[src/rtl/mips_pkg.sv]
// Shared decode-path definitions: immediate extension mode encodings and default widths.
package mips_pkg;

    localparam int DEF_DATA_W  = 32;
    localparam int DEF_IMM_W   = 16;
    localparam int DEF_SHAMT_W = 5;
    localparam int DEF_TAG_W   = 5;

    typedef enum logic [1:0] {
        MODE_SEXT  = 2'b00,
        MODE_ZEXT  = 2'b01,
        MODE_LUI   = 2'b10,
        MODE_SHAMT = 2'b11
    } imm_mode_e;

endpackage

[src/rtl/imm_extend_core.sv]
// Combinational immediate extender: four modes selectable per entry.
module imm_extend_core
    import mips_pkg::*;
#(
    parameter int DATA_W  = DEF_DATA_W,
    parameter int IMM_W   = DEF_IMM_W,
    parameter int SHAMT_W = DEF_SHAMT_W
) (
    input  logic [IMM_W-1:0]  imm,
    input  logic [1:0]        mode,
    output logic [DATA_W-1:0] result
);

    // Size casts handle DATA_W == IMM_W without zero-width replications.
    always_comb begin
        result = '0;
        case (imm_mode_e'(mode))
            MODE_SEXT:  result = DATA_W'($signed(imm));
            MODE_ZEXT:  result = DATA_W'(imm);
            MODE_LUI:   result = DATA_W'(imm) << (DATA_W - IMM_W);
            MODE_SHAMT: result = DATA_W'(imm[SHAMT_W-1:0]);
            default:    result = '0;
        endcase
    end

endmodule

[src/rtl/imm_extend_stage.sv]
// Registered immediate-extension stage with valid/ready handshake, one-entry
// skid buffer (in_ready depends on registered state only) and synchronous flush.
module imm_extend_stage
    import mips_pkg::*;
#(
    parameter int DATA_W  = DEF_DATA_W,
    parameter int IMM_W   = DEF_IMM_W,
    parameter int SHAMT_W = DEF_SHAMT_W,
    parameter int TAG_W   = DEF_TAG_W
) (
    input  logic              clk,
    input  logic              rst_n,
    input  logic              flush,
    input  logic              in_valid,
    output logic              in_ready,
    input  logic [IMM_W-1:0]  in_imm,
    input  logic [1:0]        in_mode,
    input  logic [TAG_W-1:0]  in_tag,
    output logic              out_valid,
    input  logic              out_ready,
    output logic [DATA_W-1:0] out_data,
    output logic [TAG_W-1:0]  out_tag
);

    if (DATA_W < IMM_W) begin : g_bad_data_w
        $error("imm_extend_stage: DATA_W must be >= IMM_W");
    end
    if (SHAMT_W > IMM_W) begin : g_bad_shamt_w
        $error("imm_extend_stage: SHAMT_W must be <= IMM_W");
    end

    logic [DATA_W-1:0] ext_data;

    logic              main_valid, main_valid_nx;
    logic [DATA_W-1:0] main_data,  main_data_nx;
    logic [TAG_W-1:0]  main_tag,   main_tag_nx;
    logic              skid_valid, skid_valid_nx;
    logic [DATA_W-1:0] skid_data,  skid_data_nx;
    logic [TAG_W-1:0]  skid_tag,   skid_tag_nx;
    logic              accept;
    logic              drain;

    imm_extend_core #(
        .DATA_W  (DATA_W),
        .IMM_W   (IMM_W),
        .SHAMT_W (SHAMT_W)
    ) u_core (
        .imm    (in_imm),
        .mode   (in_mode),
        .result (ext_data)
    );

    assign in_ready  = !skid_valid;
    assign out_valid = main_valid;
    assign out_data  = main_data;
    assign out_tag   = main_tag;
    assign accept    = in_valid && !skid_valid;
    assign drain     = main_valid && out_ready;

    // Next-state for main/skid: skid always refills main first so order is kept.
    always_comb begin
        main_valid_nx = main_valid;
        main_data_nx  = main_data;
        main_tag_nx   = main_tag;
        skid_valid_nx = skid_valid;
        skid_data_nx  = skid_data;
        skid_tag_nx   = skid_tag;
        if (flush) begin
            main_valid_nx = 1'b0;
            main_data_nx  = '0;
            main_tag_nx   = '0;
            skid_valid_nx = 1'b0;
            skid_data_nx  = '0;
            skid_tag_nx   = '0;
        end else if (!main_valid || drain) begin
            if (skid_valid) begin
                main_valid_nx = 1'b1;
                main_data_nx  = skid_data;
                main_tag_nx   = skid_tag;
                skid_valid_nx = 1'b0;
            end else if (accept) begin
                main_valid_nx = 1'b1;
                main_data_nx  = ext_data;
                main_tag_nx   = in_tag;
            end else begin
                main_valid_nx = 1'b0;
            end
        end else if (accept) begin
            skid_valid_nx = 1'b1;
            skid_data_nx  = ext_data;
            skid_tag_nx   = in_tag;
        end
    end

    // Stage registers with asynchronous reset to an empty pipeline.
    always_ff @(posedge clk or negedge rst_n) begin
        if (!rst_n) begin
            main_valid <= 1'b0;
            main_data  <= '0;
            main_tag   <= '0;
            skid_valid <= 1'b0;
            skid_data  <= '0;
            skid_tag   <= '0;
        end else begin
            main_valid <= main_valid_nx;
            main_data  <= main_data_nx;
            main_tag   <= main_tag_nx;
            skid_valid <= skid_valid_nx;
            skid_data  <= skid_data_nx;
            skid_tag   <= skid_tag_nx;
        end
    end

endmodule

[config.mk]
export PLATFORM = sky130hd
export DESIGN_NAME = imm_extend_stage
export DESIGN_NICKNAME = d
export VERILOG_FILES = /design/src/rtl/mips_pkg.sv /design/src/rtl/imm_extend_core.sv /design/src/rtl/imm_extend_stage.sv
export SDC_FILE = /design/constraint.sdc
export NUM_CORES = 1
export LEC_CHECK = 0
export BUFFER_PORTS_ARGS = -buffer_cell sky130_fd_sc_hd__buf_2
export CAP_MARGIN = 10
export CORE_UTILIZATION = 25
export DETAILED_ROUTE_END_ITERATION = 12
export SYNTH_ARGS = -nofsm -noshare
export SYNTH_HDL_FRONTEND = slang
export SYNTH_SLANG_ARGS = --single-unit
[constraint.sdc]
create_clock -name clk -period 1.7 [get_ports clk]
set_input_delay 0.425 -clock clk [delete_from_list [all_inputs] [get_ports clk]]
set_output_delay 0.425 -clock clk [all_outputs]
set_load 0.01 [all_outputs]
# --- Word-level counts from Yosys, hierarchy flattened ---
# Index checks and enable logic that the tools add are counted.
classes:
  n_bitwise: 0
  mux: 20
  n_addsub: 0
  div_mod_pow: 0
  n_eq_ne: 4
  shifts: 0
  n_reduce_logical: 12
  magnitude_cmp: 0
  mul: 0
op_table:
  columns: ["op", "n"]
  rows:
  - ["$mux 32", 6]
  - ["$pmux 32 s4", 1]
  - ["$mux 5", 6]
  - ["$mux 1", 7]
  - ["$reduce_bool 3->1", 2]
  - ["$eq 2x2->1 const B", 2]
  - ["$reduce_and 2->1", 2]
  - ["$reduce_bool 2->1", 2]
  - ["$eq 2x1->1 const B", 1]
  - ["$logic_and 1x1->1", 2]
  - ["$logic_not 1->1", 2]
  - ["$logic_not 2->1", 1]
  - ["$ne 2x2->1 const B", 1]
  - ["$logic_or 1x1->1", 1]
word_totals:
  romBits: 0
  mem_bits_rw: 0
  inputBits: 28
  latch_bits: 0
  wordCells: 42
  output_inout_bits: 39
  register_bits: 76
  mem_count: 0

# --- Logic depth before layout (Yosys ltp) ---
depth:
  ltp_word: 6
  depth_mapped: 6
  depth_no_buf: 3

# --- Hierarchy ---
# Synthesis repeated with hierarchy kept, for this count alone.
unflattened:
  hier_cells: 349
  hier_area_um2: 3663.5
by_module_without_submodules:
  columns: ["module", "cells_each", "area_per_inst_um2", "n_inst", "seq_area_each_um2"]
  rows:
  - ["imm_extend_stage", 294, 3343.2, 1, 1901.8]
  - ["imm_extend_core", 55, 320.3, 1, 0.0]

# --- Least setup slack after synthesis ---
# Ideal clock, no wire load.
synth_timing:
  path_kind: "input-to-reg"
  from: "input out_ready"
  to: "register skid_data[12]"
  required_time_ps: 1579
  path_buffers: 1
  cell_stages: 4
  setup_slack_ps: 352
  arrival_ps: 1227
  setup_ps: 121
  path_cell_list: "and2b_4 a31oi_4 buf_2 a22o_1"
synth_between:
  elab_chain_cells: 4
synth_lines:
  columns: ["item", "line", "rtl"]
  rows:
  - ["start, declared", "imm_extend_stage.sv:20", "input logic out_ready,"]
  - ["$logic_and 1x1->1", "imm_extend_stage.sv:58", "assign drain = main_valid && out_ready;"]
  - ["$logic_or 1x1->1", "imm_extend_stage.sv:75", "end else if (!main_valid || drain) begin"]
  - ["$ne 2x2->1 (no line)", null, null]
  - ["$reduce_and 2->1 (no line)", null, null]
  - ["end signal, assigned", "imm_extend_stage.sv:109", "skid_data <= skid_data_nx;"]
  - ["end, declared", "imm_extend_stage.sv:38", "logic [DATA_W-1:0] skid_data, skid_data_nx;"]
# Every way passes these cells.
# A chain may end at the register's enable or synchronous reset.

# --- Final worst setup path ---
layout_timing:
  from: "register skid_valid"
  to: "output in_ready"
layout_between:
  elab_chain_cells: 1
layout_lines:
  columns: ["item", "line", "rtl"]
  rows:
  - ["start, declared", "imm_extend_stage.sv:37", "logic skid_valid, skid_valid_nx;"]
  - ["start signal, assigned", "imm_extend_stage.sv:108", "skid_valid <= skid_valid_nx;"]
  - ["$logic_not 1->1", "imm_extend_stage.sv:53", "assign in_ready = !skid_valid;"]
  - ["end, declared", "imm_extend_stage.sv:15", "output logic in_ready,"]
# Every way passes these cells.

==> results.toml <==
[timing]
fin_tns_setup_ns = 0
final_max_slew_viol_count = 0
worst_slack_ns = 0.0788
fin_skew_ns = 0.00767
fmax_mhz = 617
hold_ws_ns = 0.343
worst_pin_slew_ns = 0.613
post-route-period-util = 0.954
period_minus_slack_ns = 1.62
setup_violations = 0
slew_headroom = 0.591
rsz0062_at_grt = "false"
hold_viol = 0

[floorplanning]
start_util = 0.257
dieArea_um2 = 14800
core_um2 = 13900
die_h_um = 122
die_w_um = 122
ioPinCount = 67
rows = 43

[route]
drt-initial-drc-count = 229
drt_wl_total_mm = 10.3
drc = 0
drt_pre_antenna_iters = 4
vias_per_cell = 5.07
vias = 2928
wl_per_cell_um = 17.7
ant_nets = 0

[synthesis]
yosysTopAreaCell = "dfrtp_1"
mappedNetlistArea_um2 = 3570
synth_edf_count = 0
ys_warn_count = 0
synth_cell_types = 34
synth_area_per_cell_um2 = 10.9
synth.top_cell.area_share = 0.533
synthTopCellsByArea = "dfrtp_1, a21oi_1, a311oi_1, a22o_1, o2bb2ai_1"
synth_seq_cells = 76
synthArstFlopShare = 1.00
synth_ff_type = "dfrtp_1"
synth_nets = 356
synthCells = 328
synth-seq-area-share = 0.533

[power]
p_int_w = 0.00326
fin_total_pwr_w = 0.00440
p_leak_nw = 1.96
power_density_nw_per_um2 = 982
seqPwrFrac = 0.441
power_frac_clock = 0.422
p_comb_frac = 0.137
irDropWorstVdd_v = 0.000474
p_sw_frac = 0.259
p_switching_w = 0.00114

[final_layout]
multi_input_area_um2 = 1470
fill_cells = 1456
seq_area_um2 = 1900
drive_gt1_frac = 0.284
finish.utilization = 0.323
diodes = 0
final_common_cell = "dfrtp_1"
finalNetCount = 421
syn_to_final_growth_pct = 25.4
final_cell_mix = "dfrtp_1, buf_2, a21oi_1, nand2_1, a311oi_1"

[place]
hpwl_mm = 6.71
io_buffers = 66
dpl_worst_slack_ns = 0.0279
gp_congestion = 0.770

[critical_path]
start_kind = "flop"
timing.rr.start = "skid_valid"
r2r_cells = 4
cp.required_ns = 1.27
r2r_setup_slack_ns = 0.14
crit_fanout = 12
r2r-end = "out_data[27]"
arrival_ns = 1.20
criticalPathCategory = "reg2out"
crit_path_end_kind = "output port"

[grt]
grt_pass1_vias = 3063
antenna_found_initial = 0
grt.overflow.total = 0
grt_pass1_wl_mm = 16.9
grt_max_degree = 38
gr-usage-all-layers = 0.150

[clock_network]
clockBufferDepth = 2
cts_tree = "done"
h-tree-depth = 3
path_clk_slew_ns = 0.06
cts_buffers = 9
insertion_delay_ns = 0.33
cts-root-buf = "clkbuf_16"
clock-sinks = 76

[run_status]
outcome = "complete, no violations"

[hold_path]
hp-class = "in2reg"
min_to = "skid_data[13]"
hold_path_depth = 2
hp-start = "in_imm[13]"

[run]
cap_viol_max_count = 0
==> power by group through the flow <==
stage	logic [W]	clock network, W	registers [W]
final	0.000602	0.00185	0.00194
after global routing	0.000668	0.00199	0.00195
after CTS	0.000610	0.00190	0.00194
after detailed placement	0.000606	0	0.00197
after global placement	0.000595	0	0.00197
after floorplan	0.000296	0	0.00200
==> Yosys cell counts (6+ instances only) <==
master	count
and2_1	15
nand2_1	22
a22o_1	16
a32o_1	6
o2bb2ai_1	15
nor2_1	16
a21oi_1	39
buf_2	16
a311oi_1	21
dfrtp_1	76
o21ai_0	15
a22oi_1	10
a211oi_1	16
buf_4	9
==> metrics by stage <==
stage	std cells	area [µm²]
global route	578	4480
detailed placement	561	4170
global placement	561	4170
CTS	578	4470
floorplan	328	3570
finish	578	4480
==> how the worst max path moves through the flow <==
stage               startpoint  cells after the start  slack [ns]             to
floorplan            out_ready                      4        0.35  skid_data[12]
finish              skid_valid                      3        0.08       in_ready
global route        skid_valid                      4       0.008   out_data[27]
CTS                 skid_valid                      3        0.02       in_ready
detailed placement   out_ready                      5        0.03   out_data[30]
global placement     out_ready                      5        0.05   out_data[23]
==> registers in the layout, summed over array words and instances (netlist names) <==
register and cells:
out_data 32, skid_data 32, out_tag 5, skid_tag 5, out_valid 1, skid_valid 1
==> layout make-up <==
cell class              instances  area share
clock buffers                  11      0.0520
clock inverters                 5      0.0117
inverters                       1     0.00140
multi-input cells             217       0.328
flip-flops and latches         76       0.425
well taps                     180      0.0503
repair buffers                 88       0.132
==> critical path, cell delays in order, from the launching register on <==
cell and delay (ns):
dfrtp_1 0.44, buf_6 0.18, inv_4 0.11, buf_2 0.14
==> per-layer routing <==
metal	part of all wire	vias to the layer above	global-route usage	wire length, µm
met5	0	-	0	0
met4	0.0057	0	0.0355	58
met3	0.050	4	0.0437	508
met2	0.49	85	0.238	5000
met1	0.46	1472	0.201	4690
li1	-	1367	-	-
==> timing repair <==
action                     4_1_cts  5_1_grt
hold buffers                     1        0
setup buffers                    0        0
gates resized for setup          1        2
hold endpoints to repair        16        0
setup endpoints to repair        1        1
==> kinds of logic after synthesis <==
kind of cell,share of synthesized area
compound gates,0.281
flops,0.533
simple gates,0.114
buf+inv,0.0585
mux,0.0140
(Power assumes the default switching activity.)
